**src/rtl/vga_timing_pkg.sv**
```systemverilog
// Shared VGA timing constant sets and colour bit positions for the raster
// controller and its neighbours.
package vga_timing_pkg;

  // 800x600 @ 72 Hz, 50 MHz pixel clock
  localparam int VGA800_H_VISIBLE = 800;
  localparam int VGA800_H_FRONT   = 56;
  localparam int VGA800_H_SYNC    = 120;
  localparam int VGA800_H_BACK    = 64;
  localparam int VGA800_V_VISIBLE = 600;
  localparam int VGA800_V_FRONT   = 37;
  localparam int VGA800_V_SYNC    = 6;
  localparam int VGA800_V_BACK    = 23;
  localparam bit VGA800_HS_POL    = 1'b1;
  localparam bit VGA800_VS_POL    = 1'b1;

  // 640x480 @ 60 Hz, 25.175 MHz pixel clock
  localparam int VGA640_H_VISIBLE = 640;
  localparam int VGA640_H_FRONT   = 16;
  localparam int VGA640_H_SYNC    = 96;
  localparam int VGA640_H_BACK    = 48;
  localparam int VGA640_V_VISIBLE = 480;
  localparam int VGA640_V_FRONT   = 10;
  localparam int VGA640_V_SYNC    = 2;
  localparam int VGA640_V_BACK    = 33;
  localparam bit VGA640_HS_POL    = 1'b0;
  localparam bit VGA640_VS_POL    = 1'b0;

  localparam int RED   = 2;
  localparam int GREEN = 1;
  localparam int BLUE  = 0;

endpackage

```
**src/rtl/vga_scan_controller_if.sv**
```systemverilog
// Signal bundle between the raster controller (master) and the game engine /
// VGA pin consumer (slave).
interface vga_scan_controller_if;
  logic [2:0]  PIXEL;
  logic [10:0] PIXEL_H;
  logic [10:0] PIXEL_V;
  logic        ACTIVE;
  logic        VBLANK_START;
  logic        VGA_HS;
  logic        VGA_VS;
  logic        VGA_R;
  logic        VGA_G;
  logic        VGA_B;

  modport master (
    input  PIXEL,
    output PIXEL_H, PIXEL_V, ACTIVE, VBLANK_START,
    output VGA_HS, VGA_VS, VGA_R, VGA_G, VGA_B
  );

  modport slave (
    output PIXEL,
    input  PIXEL_H, PIXEL_V, ACTIVE, VBLANK_START,
    input  VGA_HS, VGA_VS, VGA_R, VGA_G, VGA_B
  );
endinterface

```
**src/rtl/vga_delay_line.sv**
```systemverilog
// Fixed-depth shift register with async clear; DEPTH=0 degenerates to a wire.
module vga_delay_line #(
  parameter int WIDTH = 1,
  parameter int DEPTH = 1
) (
  input  logic             clk,
  input  logic             rst,
  input  logic [WIDTH-1:0] din,
  output logic [WIDTH-1:0] dout
);

  generate
    if (DEPTH == 0) begin : g_wire
      assign dout = din;
    end else begin : g_shift
      logic [WIDTH-1:0] stage_q [DEPTH];
      logic [WIDTH-1:0] stage_d [DEPTH];

      always_comb begin
        stage_d[0] = din;
        for (int i = 1; i < DEPTH; i++) begin
          stage_d[i] = stage_q[i-1];
        end
      end

      always_ff @(posedge clk or posedge rst) begin
        if (rst) begin
          for (int i = 0; i < DEPTH; i++) begin
            stage_q[i] <= '0;
          end
        end else begin
          stage_q <= stage_d;
        end
      end

      assign dout = stage_q[DEPTH-1];
    end
  endgenerate

endmodule

```
**src/rtl/vga_scan_controller.sv**
```systemverilog
// Raster counters, sync generation and the pin output stage that realigns the
// engine's colour with sync/blank after the engine's pixel latency.
module vga_scan_controller
  import vga_timing_pkg::*;
#(
  parameter int H_VISIBLE     = VGA800_H_VISIBLE,
  parameter int H_FRONT       = VGA800_H_FRONT,
  parameter int H_SYNC        = VGA800_H_SYNC,
  parameter int H_BACK        = VGA800_H_BACK,
  parameter int V_VISIBLE     = VGA800_V_VISIBLE,
  parameter int V_FRONT       = VGA800_V_FRONT,
  parameter int V_SYNC        = VGA800_V_SYNC,
  parameter int V_BACK        = VGA800_V_BACK,
  parameter bit HS_POL        = VGA800_HS_POL,
  parameter bit VS_POL        = VGA800_VS_POL,
  parameter int PIXEL_LATENCY = 1
) (
  input  logic                   VGA_CLOCK,
  input  logic                   RESET,
  vga_scan_controller_if.master  vga
);

  localparam logic [10:0] H_VIS    = 11'(H_VISIBLE);
  localparam logic [10:0] H_LAST   = 11'(H_VISIBLE + H_FRONT + H_SYNC + H_BACK - 1);
  localparam logic [10:0] HS_START = 11'(H_VISIBLE + H_FRONT);
  localparam logic [10:0] HS_END   = 11'(H_VISIBLE + H_FRONT + H_SYNC);
  localparam logic [10:0] V_VIS    = 11'(V_VISIBLE);
  localparam logic [10:0] V_LAST   = 11'(V_VISIBLE + V_FRONT + V_SYNC + V_BACK - 1);
  localparam logic [10:0] VS_START = 11'(V_VISIBLE + V_FRONT);
  localparam logic [10:0] VS_END   = 11'(V_VISIBLE + V_FRONT + V_SYNC);

  logic        run_q, run_d;
  logic [10:0] h_q, h_d, v_q, v_d;
  logic        active_q, active_d;
  logic        hs_q, hs_d, vs_q, vs_d;
  logic        vblank_q, vblank_d;
  logic [2:0]  dly;
  logic [2:0]  rgb_q, rgb_d;
  logic        hs_pin_q, hs_pin_d, vs_pin_q, vs_pin_d;

  // The first edge after reset only presents (0,0); counting begins on the next.
  always_comb begin
    run_d = 1'b1;
    h_d   = h_q;
    v_d   = v_q;
    if (run_q) begin
      if (h_q == H_LAST) begin
        h_d = '0;
        v_d = (v_q == V_LAST) ? '0 : v_q + 11'd1;
      end else begin
        h_d = h_q + 11'd1;
      end
    end
    active_d = (h_d < H_VIS) && (v_d < V_VIS);
    hs_d     = (h_d >= HS_START) && (h_d < HS_END);
    vs_d     = (v_d >= VS_START) && (v_d < VS_END);
    vblank_d = (h_d == '0) && (v_d == V_VIS);
  end

  always_ff @(posedge VGA_CLOCK or posedge RESET) begin
    if (RESET) begin
      run_q    <= 1'b0;
      h_q      <= '0;
      v_q      <= '0;
      active_q <= 1'b0;
      hs_q     <= 1'b0;
      vs_q     <= 1'b0;
      vblank_q <= 1'b0;
    end else begin
      run_q    <= run_d;
      h_q      <= h_d;
      v_q      <= v_d;
      active_q <= active_d;
      hs_q     <= hs_d;
      vs_q     <= vs_d;
      vblank_q <= vblank_d;
    end
  end

  vga_delay_line #(
    .WIDTH (3),
    .DEPTH (PIXEL_LATENCY)
  ) u_flag_dly (
    .clk  (VGA_CLOCK),
    .rst  (RESET),
    .din  ({active_q, hs_q, vs_q}),
    .dout (dly)
  );

  // dly = {active, hsync, vsync}, already matched to the engine's colour latency
  always_comb begin
    rgb_d    = dly[2] ? vga.PIXEL : 3'b000;
    hs_pin_d = dly[1] ? HS_POL : ~HS_POL;
    vs_pin_d = dly[0] ? VS_POL : ~VS_POL;
  end

  always_ff @(posedge VGA_CLOCK or posedge RESET) begin
    if (RESET) begin
      rgb_q    <= 3'b000;
      hs_pin_q <= ~HS_POL;
      vs_pin_q <= ~VS_POL;
    end else begin
      rgb_q    <= rgb_d;
      hs_pin_q <= hs_pin_d;
      vs_pin_q <= vs_pin_d;
    end
  end

  assign vga.PIXEL_H      = h_q;
  assign vga.PIXEL_V      = v_q;
  assign vga.ACTIVE       = active_q;
  assign vga.VBLANK_START = vblank_q;
  assign vga.VGA_HS       = hs_pin_q;
  assign vga.VGA_VS       = vs_pin_q;
  assign vga.VGA_R        = rgb_q[RED];
  assign vga.VGA_G        = rgb_q[GREEN];
  assign vga.VGA_B        = rgb_q[BLUE];

endmodule

```
**src/flat_wrapper.sv**
```systemverilog
// flat-port wrapper written by rule: the top's interface ports become plain ports
module vga_scan_controller_flat import vga_timing_pkg::*;
#(
  parameter int H_VISIBLE     = VGA800_H_VISIBLE,
  parameter int H_FRONT       = VGA800_H_FRONT,
  parameter int H_SYNC        = VGA800_H_SYNC,
  parameter int H_BACK        = VGA800_H_BACK,
  parameter int V_VISIBLE     = VGA800_V_VISIBLE,
  parameter int V_FRONT       = VGA800_V_FRONT,
  parameter int V_SYNC        = VGA800_V_SYNC,
  parameter int V_BACK        = VGA800_V_BACK,
  parameter bit HS_POL        = VGA800_HS_POL,
  parameter bit VS_POL        = VGA800_VS_POL,
  parameter int PIXEL_LATENCY = 1
)
  (VGA_CLOCK, RESET, vga_PIXEL, vga_PIXEL_H, vga_PIXEL_V, vga_ACTIVE, vga_VBLANK_START, vga_VGA_HS, vga_VGA_VS, vga_VGA_R, vga_VGA_G, vga_VGA_B);
  vga_scan_controller_if vga_i ();
  input  logic VGA_CLOCK;
  input  logic RESET;
  input wire logic [$bits(vga_i.PIXEL)-1:0] vga_PIXEL;
  output wire logic [$bits(vga_i.PIXEL_H)-1:0] vga_PIXEL_H;
  output wire logic [$bits(vga_i.PIXEL_V)-1:0] vga_PIXEL_V;
  output wire logic [$bits(vga_i.ACTIVE)-1:0] vga_ACTIVE;
  output wire logic [$bits(vga_i.VBLANK_START)-1:0] vga_VBLANK_START;
  output wire logic [$bits(vga_i.VGA_HS)-1:0] vga_VGA_HS;
  output wire logic [$bits(vga_i.VGA_VS)-1:0] vga_VGA_VS;
  output wire logic [$bits(vga_i.VGA_R)-1:0] vga_VGA_R;
  output wire logic [$bits(vga_i.VGA_G)-1:0] vga_VGA_G;
  output wire logic [$bits(vga_i.VGA_B)-1:0] vga_VGA_B;
  assign vga_i.PIXEL = vga_PIXEL;
  assign vga_PIXEL_H = vga_i.PIXEL_H;
  assign vga_PIXEL_V = vga_i.PIXEL_V;
  assign vga_ACTIVE = vga_i.ACTIVE;
  assign vga_VBLANK_START = vga_i.VBLANK_START;
  assign vga_VGA_HS = vga_i.VGA_HS;
  assign vga_VGA_VS = vga_i.VGA_VS;
  assign vga_VGA_R = vga_i.VGA_R;
  assign vga_VGA_G = vga_i.VGA_G;
  assign vga_VGA_B = vga_i.VGA_B;
  vga_scan_controller #(.H_VISIBLE(H_VISIBLE), .H_FRONT(H_FRONT), .H_SYNC(H_SYNC), .H_BACK(H_BACK), .V_VISIBLE(V_VISIBLE), .V_FRONT(V_FRONT), .V_SYNC(V_SYNC), .V_BACK(V_BACK), .HS_POL(HS_POL), .VS_POL(VS_POL), .PIXEL_LATENCY(PIXEL_LATENCY)) u_core (.VGA_CLOCK(VGA_CLOCK), .RESET(RESET), .vga(vga_i));
endmodule
```
**config.mk**
```make
export PLATFORM = sky130hd
export DESIGN_NAME = vga_scan_controller_flat
export DESIGN_NICKNAME = d
export VERILOG_FILES = /design/src/rtl/vga_timing_pkg.sv /design/src/rtl/vga_scan_controller_if.sv /design/src/rtl/vga_delay_line.sv /design/src/rtl/vga_scan_controller.sv /design/src/flat_wrapper.sv
export SDC_FILE = /design/constraint.sdc
export NUM_CORES = 1
export LEC_CHECK = 0
export ABC_AREA = 1
export BUFFER_PORTS_ARGS = -buffer_cell sky130_fd_sc_hd__buf_2
export CAP_MARGIN = 20
export CORE_AREA = 2 2 64 66
export CTS_BUF_LIST = sky130_fd_sc_hd__clkbuf_8 sky130_fd_sc_hd__clkbuf_16
export CTS_CLUSTER_SIZE = 25
export DETAILED_ROUTE_END_ITERATION = 8
export DIE_AREA = 0 0 66 68
export MAX_ROUTING_LAYER = met4
export PLACE_DENSITY = 0.77
export SLEW_MARGIN = 20
export SYNTH_ARGS = -nofsm -noshare
export SYNTH_HDL_FRONTEND = slang
export SYNTH_SLANG_ARGS = --single-unit
```
**constraint.sdc**
```tcl
create_clock -name VGA_CLOCK -period 2.4 [get_ports VGA_CLOCK]
set_input_delay 0.24 -clock VGA_CLOCK [delete_from_list [all_inputs] [get_ports VGA_CLOCK]]
set_output_delay 0.24 -clock VGA_CLOCK [all_outputs]
set_load 0.02 [all_outputs]
```
---- Word level (Yosys, flattened, before mapping) ----
Cells that the tools add are included.
word-level totals
  word-level logic and storage cells ...... 35
  register bits after elaboration ......... 35
  output and inout port bits .............. 29
  input port bits ......................... 5
operators by class
  add/sub/neg operators ................... 2
  multiplexer cells ....................... 8
  eq/ne operators ......................... 3
  $lt $le $gt $ge ......................... 6
  reductions and logical operators ........ 5
operators with widths
  cell                                                                     number
  11-bit two-way mux                                                       5
  11-bit by 10-bit < comparator with 1-bit output, second input constant   4
  11-bit by 1-bit adder with 11-bit output, second input constant          2
  11-bit by 10-bit == test with 1-bit output, second input constant        2
  11-bit by 10-bit >= comparator with 1-bit output, second input constant  2
  11-bit == test, second input constant                                    1
  11-bit zero test                                                         1
  1-bit logical AND                                                        4
  3-bit two-way mux                                                        1
  1-bit two-way mux                                                        2

---- Logic depth before layout (Yosys ltp) ----
Gate-level depths: netlist (run 1).
  depth after elaboration ................. 6
  gate-level depth with buffers ........... 15
  gate-level depth less buffers ........... 14

---- Modules after synthesis ----
From an unflattened synthesis (run 1), not the netlist that was laid out.
unflattened totals
  cell total of the unflattened synthesis .. 322
  area total of the unflattened synthesis .. 2235.9 um2
by module, submodules not included
  module               instances  cells each  sequential area each (um2)  area an instance (um2)
  vga_scan_controller  1          318         800.8                       2157.1
  vga_delay_line       1          4           75.1                        78.8

---- Worst setup path after synthesis (run 1) ----
Ideal clock, no wire load.
  path kind ............................... register to register
  from .................................... register u_core.h_q[0] (netlist: u_core.vga.PIXEL_H[0])
  to ...................................... register u_core.active_q (netlist: u_core.vga.ACTIVE)
  data arrival time ....................... 1.792 ns
  required time ........................... 2.286 ns
  clock period less this slack ............ 1.907 ns
  buffers on the path ..................... 1
  library setup time ...................... 0.114 ns
  cell stages (with the launch flop) ...... 14
  setup slack ............................. 0.493 ns
  path through ............................ dfrtp_1 > ha_1 > nand2_1 > nor2_1 > nand2_1 > nor2_2 > buf_6 > nand2_1 > nand2_2 > nand4_1 > nor2_1 > nand3_1 > nand2_1 > nor2_1
on the way
  cells in the longest elaborated chain, start to end .. 5
  elaborated cells between the ends (all ways) .. 9
  classes of those cells .................. 1 x add/sub; 2 x order compare; 1 x eq/ne; 4 x mux; 1 x reduce/logical
ends and longest elaborated chain
  what                                                                        line                                                  source
  start, declared                                                             vga_scan_controller.sv:33                             logic [10:0] h_q, h_d, v_q, v_d;
  start signal, assigned                                                      vga_scan_controller.sv:63                             h_q <= '0;
  start signal, assigned                                                      vga_scan_controller.sv:71                             h_q <= h_d;
  11-bit by 1-bit adder with 11-bit output or 11-bit == test (tied branches)  vga_scan_controller.sv:51, vga_scan_controller.sv:47
  11-bit two-way mux                                                          vga_scan_controller.sv:47                             if (h_q == H_LAST) begin
  11-bit two-way mux                                                          vga_scan_controller.sv:46                             if (run_q) begin
  11-bit by 10-bit < comparator with 1-bit output                             vga_scan_controller.sv:54                             active_d = (h_d < H_VIS) && (v_d < V_VIS);
  1-bit logical AND (*)                                                       vga_scan_controller.sv:54
  net u_core.active_d                                                         vga_scan_controller.sv:34                             logic active_q, active_d;
  end signal, assigned                                                        vga_scan_controller.sv:73                             active_q <= active_d;
  end, declared                                                               vga_scan_controller.sv:34
The timed path passes the listed nets; every way through them passes the cells marked *.

---- Final worst setup path (run 1) ----
Same ends and word-level chain as after synthesis.

==> flow_summary_export.csv, run 1 <==
group,metric,value,unit
setup_path,ff2ff_setup_slack,0.28,ns
timing,fmax,0.472,GHz
global_route,grt_max_degree,36,
final_layout,utilization,62.2,%
logic_synthesis,yosysSeqAreaShare,42.4,%
logic_synthesis,yosys-top-cells-area,"dfrtp_1 (42%), nand2_1 (16%), inv_1 (10%)",
logic_synthesis,synth_edf_count,0,
setup_path,path_class,"flop to flop",
setup_path,rr_worst_depth,10,
timing,grt_setup_unrepaired,"false",
place,placed_area,0.00228,mm2
final_layout,diodes,0,
logic_synthesis,yosys.cell_count.top_type,"nand2_1",
timing,drv_slew,0,
clocking,clock_path_buffers,2,
logic_synthesis,yosysTopAreaCellShare,42.4,%
floorplan,row_count,23,
logic_synthesis,synth_common_cells,"nand2_1 (90), inv_1 (55), nor2_1 (43), dfrtp_1 (35), nand3_1 (28)",
floorplan,coreArea,0.00386,mm2
drt,wl,4710,um
final_layout,fillers,374,
clocking,cts_made_buffers,5,
logic_synthesis,syn_area,0.00206,mm2
place,portBuffers,33,
setup_path,arrival,2.30,ns
logic_synthesis,syn_avg_cell_area,6.79,um2
drt,vias_per_cell,4.95,
timing,hold_viol,0,
global_route,grt_pass1_wl,7820,um
final_layout,finalInstanceArea,0.00240,mm2
global_route,track_usage,23.7,%
status,status,"complete, no violations",
timing,finalSetupTns,0,ns
logic_synthesis,yosysWarnings,0,
logic_synthesis,synth_fp_nets,312,
setup_path,crit_slowest_cell,"dfrtp_1",
logic_synthesis,synth_area_leader_cell,"dfrtp_1",
setup_path,regToRegStartpoint,"u_core.vga.PIXEL_H[0]",
setup_path,setup.worst_path.start_class,"flop",
timing,period_share,88.3,%
drt,drt_drc_violations_left,0,
clocking,ctsRootBufferMaster,"clkbuf_8",
global_route,antenna_found_initial,0,
power,vdd_drop_max,0.420,mV
min_path,hp-class,"input port to asynchronous set/reset pin",
timing,fin_crit,2.12,ns
logic_synthesis,yosysUniqueCellTypes,22,
final_layout,multi_input_area,941,um2
final_layout,nets,350,
floorplan,die_area,0.00449,mm2
flow_run,cap_violations,0,
drt,drt_iter0_drc,133,
place,dp_hpwl,3630,um
setup_path,regToRegEndpoint,"u_core.vga.ACTIVE",
clocking,hold_buffers,0,
final_layout,final-seq-area,876,um2
setup_path,crit_path_cell_trace,"ha_1, nand4_1, nor2_2, nand2_1, o21ai_1, nand4_1, nor2_1, nand3_1, nand2_1, nor2_1",
floorplan,pin_count,34,
place,dp_worst_setup_slack,0.283,ns
drt,antenna_left,0,
clocking,cts_tree,"built",
logic_synthesis,yosys_register_bits,35,
place,place_congestion,0.880,
setup_path,cp-end-kind,"flop",
setup_path,cp.required,2.58,ns
logic_synthesis,async_flop_share,100,%
clocking,htreeDepth,2,
clocking,cts.clk_slew.worst_paths,0.07,ns
drt,drt_pass1_iterations,4,
logic_synthesis,ys.flop_type,"dfrtp_1",
setup_path,cp_slowest_stage_delay,0.41,ns
power,p_per_area,750,mW/mm2
global_route,grt_pass1_vias,1768,
drt,drt-wirelength-per-cell,12.0,um
final_layout,area_growth_syn_to_layout,16.2,%
power,leakage,1.44,nW
timing,fin_worst_skew,0.00546,ns
clocking,clk_latency,0.29,ns
final_layout,drive_gt1_share,17.8,%
floorplan,dieWidth,66,um
global_route,gr-total-overflow,0,
drt,vias,1946,
logic_synthesis,syn_inst,304,
clocking,clock_sinks,35,
timing,setup_ws,0.280,ns
floorplan,die_h,68,um
setup_path,critPathMaxFanout,8,
floorplan,initial_core_util,53.5,%
timing,finalSetupViolCount,0,
-- worst max-delay path, delay by kind of cell, from the launching register on --
family / cells / cell delay [ns]
flip-flops: 1 / 0.41
AO/OA/AOI/OAI: 1 / 0.23
adder cells (fa/ha/maj): 1 / 0.27
AND/OR/NAND/NOR: 8 / 1.11
-- per-layer routing --
metal / up-vias / wire length, um / global-route usage [%]
li1: 995 / - / -
met1: 892 / 2080 / 29.7
met2: 53 / 2290 / 39.3
met3: 6 / 277 / 4.44
met4: 0 / 69 / 7.65
met5: - / 0 / -
-- power breakdown --
part	internal, mW	switching (mW)	leakage, nW	total (mW)
logic	0.164	0.346	0.926	0.509
registers	0.652	0.103	0.454	0.755
clock network	0.309	0.225	0.0581	0.534
-- through the flow --
step	cells	total power [mW]	hold WS [ns]
4_1_cts	393	1.81	0.0773
3_5_place_dp	385	1.27	0.340
5_1_grt	393	1.93	0.110
6_report	393	1.80	0.0660
2_1_floorplan	304	1.13	0.331
3_3_place_gp	385	1.26	0.333
-- flip-flops by register name, indices dropped and copies added, names as in the netlist --
register and flops:
u_core.vga.VBLANK_START 1, u_core.vs_q 1, u_core.vga.VGA_HS 1, u_core.vga.ACTIVE 1
u_core.run_q 1, u_core.rgb_q 3, u_core.hs_q 1, u_core.vga.PIXEL_V 11
u_core.u_flag_dly.dout 3, u_core.vga.PIXEL_H 11, u_core.vga.VGA_VS 1
-- cell families after synthesis --
| kind of cell | synth area share [%] |
|---|---|
| flip-flops | 42.4 |
| buffers and inverters | 12.2 |
| other | 0.182 |
| XOR/XNOR | 0.849 |
| AO/OA/AOI/OAI | 3.21 |
| adder cells (fa/ha/maj) | 1.82 |
| AND/OR/NAND/NOR | 39.3 |
-- worst max-delay path by stage --
stage	start	endpoint	slack, ns	cells past startpoint
after global routing	u_core.vga.PIXEL_H[0]	u_core.vga.VBLANK_START	0.004	11
final	u_core.vga.PIXEL_H[0]	u_core.vga.ACTIVE	0.28	10
after global placement	u_core.vga.PIXEL_H[0]	u_core.vga.ACTIVE	0.33	12
after floorplan	u_core.vga.PIXEL_H[0]	u_core.vga.ACTIVE	0.49	13
after detailed placement	u_core.vga.PIXEL_H[0]	u_core.vga.ACTIVE	0.28	12
after CTS	u_core.vga.PIXEL_H[0]	u_core.vga.ACTIVE	0.25	12
-- placed cells by master (no fill, tap or decap) --
cell type,netlist,final
conb_1,1,1
nor2_1,43,43
nor2_2,3,2
nand3_2,1,1
inv_2,5,5
buf_4,0,2
a21oi_1,1,1
bufinv_16,0,1
buf_2,3,33
nor3_1,4,4
nand4_1,10,10
o211ai_1,1,1
o21ai_1,1,1
xor2_1,2,2
dfrtp_1,35,35
clkinv_4,0,1
nor2_4,0,1
nand3_1,28,28
nand2_2,7,7
ha_1,3,3
nand2_1,90,90
clkbuf_8,0,5
inv_1,55,55
a21oi_2,1,1
clkinv_2,0,1
o21ai_0,8,8
nor3_4,1,1
-- what timing repair did --
action / CTS / global route
setup endpoints to repair: 0 / 2
resized for setup: 0 / 1
buffers inserted: 0 / 0
-- area by class of cell --
type,instances,share of cell area (%)
Clock inverter,3,1.83
Multi-Input combinational cell,205,39.2
Clock buffer,5,2.87
Tap cell,50,2.61
Sequential cell,35,36.5
Inverter,60,9.39
Timing Repair Buffer,35,7.52
No activity file was read; power rests on OpenSTA's default activity.
==> inputs of run 2 (changes only) <==
--- a/config.mk
+++ b/config.mk
@@ -13,8 +13,10 @@
 export CTS_CLUSTER_SIZE = 25
 export DETAILED_ROUTE_END_ITERATION = 8
 export DIE_AREA = 0 0 66 68
+export GPL_TIMING_DRIVEN = 0
 export MAX_ROUTING_LAYER = met4
 export PLACE_DENSITY = 0.77
+export SKIP_LAST_GASP = 1
 export SLEW_MARGIN = 20
 export SYNTH_ARGS = -nofsm -noshare
 export SYNTH_HDL_FRONTEND = slang
==> run 2 against run 1 <==
Against the previous run:
- clock skew fell by 0.00081 ns
- critical path depth unchanged
- first-iteration DRC count rose by 15%
- sequential share of layout area is 0.33 points higher
- clock-buffer cell count is the same
- largest cell class unchanged
- largest power group unchanged
==> flow_summary_export.csv, run 2 (synthesis gave the netlist of run 1 again) <==
group,metric,value,unit
timing,period_share,89.8,%
final_layout,layout_commonest_cell,"nand2_1",
clocking,clock_path_buffers,2,
drt,drt_iter0_drc,153,
power,p_per_area,701,mW/mm2
timing,hold_viol,0,
power,vdd_drop_max,0.407,mV
drt,vias,1981,
drt,drt_pass1_iterations,4,
place,dp_worst_setup_slack,0.275,ns
global_route,antenna_found_initial,0,
clocking,clock_sinks,35,
place,place_congestion,0.889,
global_route,grt_max_degree,36,
floorplan,row_count,23,
global_route,track_usage,23.9,%
setup_path,crit_path_cell_trace,"ha_1, nand4_1, nor2_2, nand2_1, o21ai_1, nand4_1, nor2_1, nand3_1, nand2_1, nor2_1",
clocking,cts.clk_slew.worst_paths,0.07,ns
final_layout,diodes,0,
timing,tightest_slew,0.700,ns
floorplan,pin_count,34,
setup_path,crit_family,"simple AND/OR/NAND/NOR gates",
final_layout,nets,352,
setup_path,ff2ff_setup_slack,0.24,ns
floorplan,coreArea,0.00386,mm2
clocking,clk_latency,0.28,ns
timing,fmax,0.464,GHz
timing,hold_slack,0.0603,ns
global_route,gr-total-overflow,0,
clocking,ctsRootBufferMaster,"clkbuf_8",
setup_path,cp.required,2.58,ns
final_layout,utilization,61.6,%
clocking,hold_buffers,0,
timing,grt_setup_unrepaired,"false",
floorplan,die_area,0.00449,mm2
setup_path,cp.buffers_inverters,0,
place,dp_hpwl,3510,um
timing,finalSetupTns,0,ns
final_layout,area_growth_syn_to_layout,15.2,%
power,total_power,1.67,mW
clocking,htreeDepth,2,
clocking,cts_made_buffers,5,
setup_path,path_class,"flop to flop",
setup_path,regToRegEndpoint,"u_core.vga.ACTIVE",
timing,drv_slew,0,
power,clockPowerShare,24.2,%
power,switching_share,38.4,%
timing,fin_worst_skew,0.00466,ns
drt,wl,4590,um
power,power.internal,1.03,mW
floorplan,dieWidth,66,um
floorplan,die_h,68,um
global_route,grt_pass1_vias,1787,
setup_path,critPathMaxFanout,8,
timing,finalSetupViolCount,0,
floorplan,initial_core_util,53.5,%
drt,vias_per_cell,5.02,
flow_run,cap_violations,0,
clocking,post_cts_buffers,0,
setup_path,cp_slowest_stage_delay,0.41,ns
timing,setup_ws,0.244,ns
clocking,cts_tree,"built",
setup_path,arrival,2.34,ns
min_path,hp-class,"input port to asynchronous set/reset pin",
setup_path,rr_worst_depth,10,
power,leakage,1.43,nW
power,pwr-share-comb,32.4,%
final_layout,drive_gt1_share,18.3,%
power,seqPwrFrac,43.4,%
drt,drt_drc_violations_left,0,
clocking,cts-resized-gates,0,
setup_path,crit_slowest_cell,"dfrtp_1",
place,portBuffers,33,
final_layout,layout_common_cells,"nand2_1 (90), inv_1 (55), nor2_1 (43), buf_2 (36), dfrtp_1 (35)",
timing,relSlewSlack,53.3,%
status,status,"complete, no violations",
setup_path,cp-end-kind,"flop",
setup_path,regToRegStartpoint,"u_core.vga.PIXEL_H[0]",
setup_path,setup.worst_path.start_class,"flop",
drt,antenna_left,0,
timing,fin_crit,2.16,ns
drt,drt-wirelength-per-cell,11.6,um
final_layout,fillers,381,
power,p_sw,0.640,mW
global_route,grt_pass1_wl,7850,um
run 2: cell types whose count changed in the layout (fill, tap and decap cells not counted):
cell        change
buf_2           +3
buf_4           -2
buf_6           +1
bufinv_16       -1
clkinv_4        -1
clkinvlp_4      +1
inv_2           +1
nor2_2          +1
nor2_4          -1
run 2: worst register-to-register path, cell delays in order (launching register included):
cell     delay, ns
dfrtp_1       0.41
ha_1          0.27
nand4_1       0.15
nor2_2        0.23
nand2_1       0.28
o21ai_1       0.25
nand4_1       0.10
nor2_1        0.17
nand3_1       0.09
nand2_1       0.06
nor2_1        0.04
run 2: worst max path at each step:
stage,start,to,slack [ns],cells after the start
final,u_core.vga.PIXEL_H[0],u_core.vga.ACTIVE,0.24,10
after global routing,u_core.vga.PIXEL_H[0],u_core.vga.ACTIVE,0.02,10
after CTS,u_core.vga.PIXEL_H[0],u_core.vga.ACTIVE,0.22,10
after detailed placement,u_core.vga.PIXEL_H[0],u_core.vga.ACTIVE,0.28,10
after global placement,u_core.vga.PIXEL_H[0],u_core.vga.ACTIVE,0.32,10
after floorplan,u_core.vga.PIXEL_H[0],u_core.vga.ACTIVE,0.49,13
run 2: power by group through the flow:
| stage | clock, mW | combinational (mW) | sequential [mW] |
|---|---|---|---|
| 2_1_floorplan | 0 | 0.331 | 0.800 |
| 3_3_place_gp | 0 | 0.531 | 0.731 |
| 3_5_place_dp | 0 | 0.539 | 0.733 |
| 4_1_cts | 0.421 | 0.543 | 0.722 |
| 5_1_grt | 0.442 | 0.619 | 0.729 |
| 6_report | 0.403 | 0.540 | 0.723 |
run 2: cell type report:
class	count	area, um2	share of cell area (%)
buffer	4	26.3	1.11
multi-input combinational	205	936	39.4
clock inverter	3	16.3	0.685
timing repair buffer	33	165	6.95
tap	50	62.6	2.63
sequential	35	876	36.9
clock buffer	5	68.8	2.90
inverter	60	225	9.48
run 2: metal layers:
metal	vias to the layer above	track usage, %	share of wire, %
li1	1003	-	-
met1	905	30.3	44
met2	64	37.4	47
met3	9	4.93	6.1
met4	0	10.2	2.3
met5	-	-	0
run 2: through the flow:
| step | instance area, um2 | std cells |
|---|---|---|
| 2_1_floorplan | 2060 | 304 |
| 3_3_place_gp | 2290 | 387 |
| 3_5_place_dp | 2290 | 387 |
| 4_1_cts | 2380 | 395 |
| 5_1_grt | 2380 | 395 |
| 6_report | 2380 | 395 |
